--- config.mk ---
export PLATFORM = sky130hd
export DESIGN_NAME = scan_chain_controller
export DESIGN_NICKNAME = d
export VERILOG_FILES = /design/src/rtl/scan_chain_controller.sv
export SDC_FILE = /design/constraint.sdc
export NUM_CORES = 1
export LEC_CHECK = 0
export BUFFER_PORTS_ARGS = -buffer_cell sky130_fd_sc_hd__buf_4
export CORE_MARGIN = 2
export CORE_UTILIZATION = 25
export CTS_CLUSTER_SIZE = 28
export DETAILED_ROUTE_END_ITERATION = 12
export MAX_ROUTING_LAYER = met4
export PLACE_DENSITY_LB_ADDON = 0.15
export SYNTH_ARGS = -nofsm -noshare
export SYNTH_HDL_FRONTEND = slang
export SYNTH_SLANG_ARGS = --single-unit
--- constraint.sdc ---
create_clock -name clk -period 4.5 [get_ports clk]
set_clock_uncertainty 0.2 [all_clocks]
set_input_delay 0 -clock clk [delete_from_list [all_inputs] [get_ports clk]]
set_output_delay 0 -clock clk [all_outputs]
set_load 0.005 [all_outputs]
--- src/rtl/scan_chain_controller.sv ---
// Scan chain swap sequencer for the memory bank.
// Bytes from the host are shifted into the chain LSB first, while the
// bits falling off the chain tail are packed into bytes for the host.
// The chain only moves in SHIFT, so a stall on either stream freezes it.
module scan_chain_controller #(
  parameter int CHAIN_LEN = 256,
  parameter int CNT_WIDTH = 9
) (
  input  logic       clk,
  input  logic       rst,
  input  logic       start_i,
  input  logic       abort_i,
  output logic       busy_o,
  output logic       done_o,
  output logic       cpu_stall_o,
  input  logic [7:0] in_data_i,
  input  logic       in_valid_i,
  output logic       in_ready_o,
  output logic [7:0] out_data_o,
  output logic       out_valid_o,
  input  logic       out_ready_i,
  output logic       scan_enable_o,
  output logic       scan_in_o,
  input  logic       scan_out_i
);

  typedef enum logic [2:0] {
    IDLE,
    LOAD,
    SHIFT,
    EMIT,
    FIN
  } state_e;

  state_e               state_q, state_d;
  logic [CNT_WIDTH-1:0] bits_left_q, bits_left_d;
  logic [3:0]           k_q, k_d;
  logic [2:0]           idx_q, idx_d;
  logic [7:0]           in_sh_q, in_sh_d;
  logic [7:0]           out_sh_q, out_sh_d;

  // State and datapath registers with synchronous reset
  always_ff @(posedge clk) begin
    if (rst) begin
      state_q     <= IDLE;
      bits_left_q <= '0;
      k_q         <= '0;
      idx_q       <= '0;
      in_sh_q     <= '0;
      out_sh_q    <= '0;
    end else begin
      state_q     <= state_d;
      bits_left_q <= bits_left_d;
      k_q         <= k_d;
      idx_q       <= idx_d;
      in_sh_q     <= in_sh_d;
      out_sh_q    <= out_sh_d;
    end
  end

  // Next state and datapath updates; abort overrides every transition
  always_comb begin
    state_d     = state_q;
    bits_left_d = bits_left_q;
    k_d         = k_q;
    idx_d       = idx_q;
    in_sh_d     = in_sh_q;
    out_sh_d    = out_sh_q;
    case (state_q)
      IDLE: begin
        if (start_i) begin
          state_d     = LOAD;
          bits_left_d = CNT_WIDTH'(CHAIN_LEN);
        end
      end
      LOAD: begin
        if (in_valid_i) begin
          in_sh_d  = in_data_i;
          out_sh_d = '0;
          idx_d    = '0;
          k_d      = (bits_left_q >= CNT_WIDTH'(8)) ? 4'd8 : 4'(bits_left_q);
          state_d  = SHIFT;
        end
      end
      SHIFT: begin
        out_sh_d[idx_q] = scan_out_i;
        in_sh_d         = {1'b0, in_sh_q[7:1]};
        bits_left_d     = bits_left_q - CNT_WIDTH'(1);
        idx_d           = idx_q + 3'd1;
        if ({1'b0, idx_q} == (k_q - 4'd1)) begin
          state_d = EMIT;
        end
      end
      EMIT: begin
        if (out_ready_i) begin
          state_d = (bits_left_q != '0) ? LOAD : FIN;
        end
      end
      FIN: begin
        state_d = IDLE;
      end
      default: begin
        state_d = IDLE;
      end
    endcase
    if (abort_i) begin
      state_d = IDLE;
    end
  end

  // Outputs decoded purely from the current state
  always_comb begin
    busy_o        = (state_q != IDLE);
    cpu_stall_o   = (state_q != IDLE);
    done_o        = (state_q == FIN);
    in_ready_o    = (state_q == LOAD);
    out_valid_o   = (state_q == EMIT);
    scan_enable_o = (state_q == SHIFT);
    scan_in_o     = (state_q == SHIFT) && in_sh_q[0];
    out_data_o    = out_sh_q;
  end

endmodule
==> run_results.csv <==
group,metric,value,unit
status,status,"finished clean",
floorplanning,die-area,0.00792,sq mm
finish,syn_to_final_growth,32.3,%
detailed_routing,antenna_left,0,
detailed_routing,route.vias.total,1629,
worst_setup_path,path_cells,"or3b_1, clkinv_2, nor2_1, nand2_1, a21oi_1, dlygate4sd3_1",
power,clkPwrFrac,37.1,%
worst_setup_path,crit_buf_inv,2,
worst_setup_path,crit_slowest_cell,"dfxtp_1",
power,leakage,0.898,nW
detailed_routing,drc_errors,0,
grt,grt.total_usage,12.4,%
synthesis,synth_cell_type_count,47,
synthesis,synthTopCellsByCount,"35 x dfxtp_1, 26 x nand2_1, 21 x a21oi_1",
clock_network,cts_resized,0,
clock_network,postCtsSetupBuffers,0,
sta,min_period,3.03,ns
detailed_routing,wl_per_cell,12.6,microns
sta,setup_viol,0,
sta,final.setup.worst_slack,1.47,ns
synthesis,syn_nets,232,
floorplanning,io_pins,30,
finish,nets,275,
detailed_routing,viasPerCell,4.61,
finish,design_area,0.00239,sq mm
worst_hold_path,hold_depth,2,
worst_setup_path,startpoint_type,"register",
synthesis,seq_area_frac_synth,38.8,%
clock_network,clk_latency,0.29,ns
flow_run,max-cap-violations,0,
power,switching_power,164,uW
sta,drv_slew,0,
power,pwr-share-comb,11.2,%
clock_network,clk_pin_slew,0.08,ns
sta,max-slew-margin-rel,55.2,%
power,max-vdd-ir-drop,0.0000861,V
placement,portBuffers,29,
detailed_routing,routed_wl,4450,microns
placement,dpl_cell_area,0.00207,sq mm
sta,worst_slew_pin_slew,0.670,ns
clock_network,cts_tree,"yes",
clock_network,htreeDepth,2,
synthesis,syn_avg_cell_area,8.48,sq um
sta,hold_violations,0,
worst_setup_path,slowest_delay,0.64,ns
synthesis,synth-main-ff-cell,"dfxtp_1",
grt,grt-ovfl-total,0,
power,power-per-cell-area,261,mW/mm^2
finish,num_antenna_cells,0,
grt,grt_pass1_wl,7330,microns
worst_setup_path,endpoint_kind,"register",
worst_setup_path,cp.depth,6,
synthesis,ys_seq_elements,35,
synthesis,syn_area,0.00181,sq mm
floorplanning,coreArea,0.00691,sq mm
worst_setup_path,r2r_cells,6,
detailed_routing,drt_iter0_drc,50,
detailed_routing,first_pass_iters,4,
power,power.total,623,uW
synthesis,async_flop_share,0,%
synthesis,synth-edff-count,0,
clock_network,clockBufferDepth,2,
placement,place_ws,1.99,ns
power,power_frac_seq,51.7,%
grt,grt_pass1_vias,1508,
finish,layout-drive-gt1-share,19.1,%
worst_setup_path,required,4.53,ns
clock_network,clockRootBuffer,"clkbuf_8",
synthesis,synth_cells,213,
power,p_int,459,uW
floorplanning,start_util,26.1,%
synthesis,post-synth-top-count-cell,"dfxtp_1",
floorplanning,rows,30,
sta,period_share,67.3,%
grt,grt_max_degree,36,
clock_network,cts_hold_buf,23,
power,swShare,26.4,%
worst_hold_path,min_path_type,"register to register",
sta,final.setup.tns,0,ns
worst_setup_path,critPathTopFamily,"simple AND/OR/NAND/NOR gates",
synthesis,yosys_warnings,0,
placement,routabilityCongestion,0.725,
synthesis,yosys.area.top_type,"dfxtp_1",
sta,rsz0062_at_grt,"no",
clock_network,cts_buffers,5,
floorplanning,die_height,89.0,microns
worst_setup_path,critPathMaxFanout,20,
placement,hpwl,2930,microns
finish,finalCoreUtilization,34.6,%
worst_setup_path,criticalPathCategory,"register to register",
clock_network,clock_sinks,35,
worst_setup_path,arrival,3.06,ns
synthesis,yosys-top-cells-area,"dfxtp_1 39%, a21oi_1 5.8%, nand2_1 5.4%",
synthesis,yosys.area.top_type_share,38.8,%
floorplanning,die_width,89.0,microns
grt,antenna_found_initial,0,
sta,max_freq,330,MHz
[per-stage QoR]
stage          instances  hold WS, ns
4_1_cts              353        0.280
5_1_grt              353        0.310
2_1_floorplan        213      -0.0561
6_report             353        0.275
3_3_place_gp         322       0.0819
3_5_place_dp         322       0.0856
[area by class of cell]
type,instances,area [sq um]
Timing Repair Buffer,53,455
Inverter,6,23.8
Fill cell,772,4520
Multi-Input combinational cell,155,1000
Clock buffer,5,68.8
Clock inverter,3,20.0
Tap cell,96,120
Sequential cell,35,701
[worst reg2reg max path, cell delays in order, from the launching register on]
cell           delay (ns)
dfxtp_1              0.64
or3b_1               0.35
clkinv_2             0.31
nor2_1               0.61
nand2_1              0.12
a21oi_1              0.17
dlygate4sd3_1        0.57
[metal layers]
metal | global-route usage (%) | wire, microns | up-vias
met5 | - | 0 | -
met4 | 4.48 | 73 | 0
met2 | 18.4 | 2000 | 28
met1 | 16.5 | 2230 | 757
li1 | - | - | 839
met3 | 3.05 | 152 | 5
[registers in the layout, summed over array words and instances, names as in the netlist]
name / count
k_q: 4
in_sh_q: 8
state_q: 3
out_data_o: 8
bits_left_q: 9
idx_q: 3
[power by group through the flow]
stage,registers [mW],logic (mW),clock network (mW)
after floorplan,0.326,0.0389,0
after global placement,0.329,0.0586,0
after detailed placement,0.330,0.0583,0
after CTS,0.322,0.0705,0.243
after global routing,0.323,0.0769,0.257
final,0.322,0.0695,0.231
[placed cells by master, fill, tap and decap left out, types with 2 or more instances in the layout]
cell type and count:
clkinvlp_4 2, ha_1 4, a22oi_1 9, nor2b_1 8
nand3_1 14, nor2_1 18, nor4_1 2, or3_1 3
xor2_1 4, and2_1 2, nor3_1 3, nor3_2 2
buf_4 30, clkbuf_8 5, nand2_1 26, clkinv_2 2
mux2_2 2, dlygate4sd3_1 23, xnor2_1 2, a21oi_1 21
nand4b_1 2, o211ai_1 2, a31oi_1 4, inv_1 5
nand4_1 5, dfxtp_1 35, mux2i_1 4
[worst paths after layout]
path | to | slack (ns) | from
max reg2reg | in_sh_q[0]$_SDFFE_PP0P_ | 1.47 | state_q[2]$_SDFFE_PP0P_
min reg2reg | k_q[1]$_SDFFE_PP0P_ | 0.28 | k_q[1]$_SDFFE_PP0P_
max | in_sh_q[0]$_SDFFE_PP0P_ | 1.47 | state_q[2]$_SDFFE_PP0P_
min | k_q[1]$_SDFFE_PP0P_ | 0.28 | k_q[1]$_SDFFE_PP0P_
[kinds of logic after synthesis]
logic type	share of synthesized area [%]
and+or+nand+nor	30.6
AOI/OAI and AO/OA	14.8
DFF	38.8
buffers and inverters	6.65
xor gates and xnor gates	2.91
muxes	3.47
adders and majority gates	2.77
(Power assumes the default switching activity.)
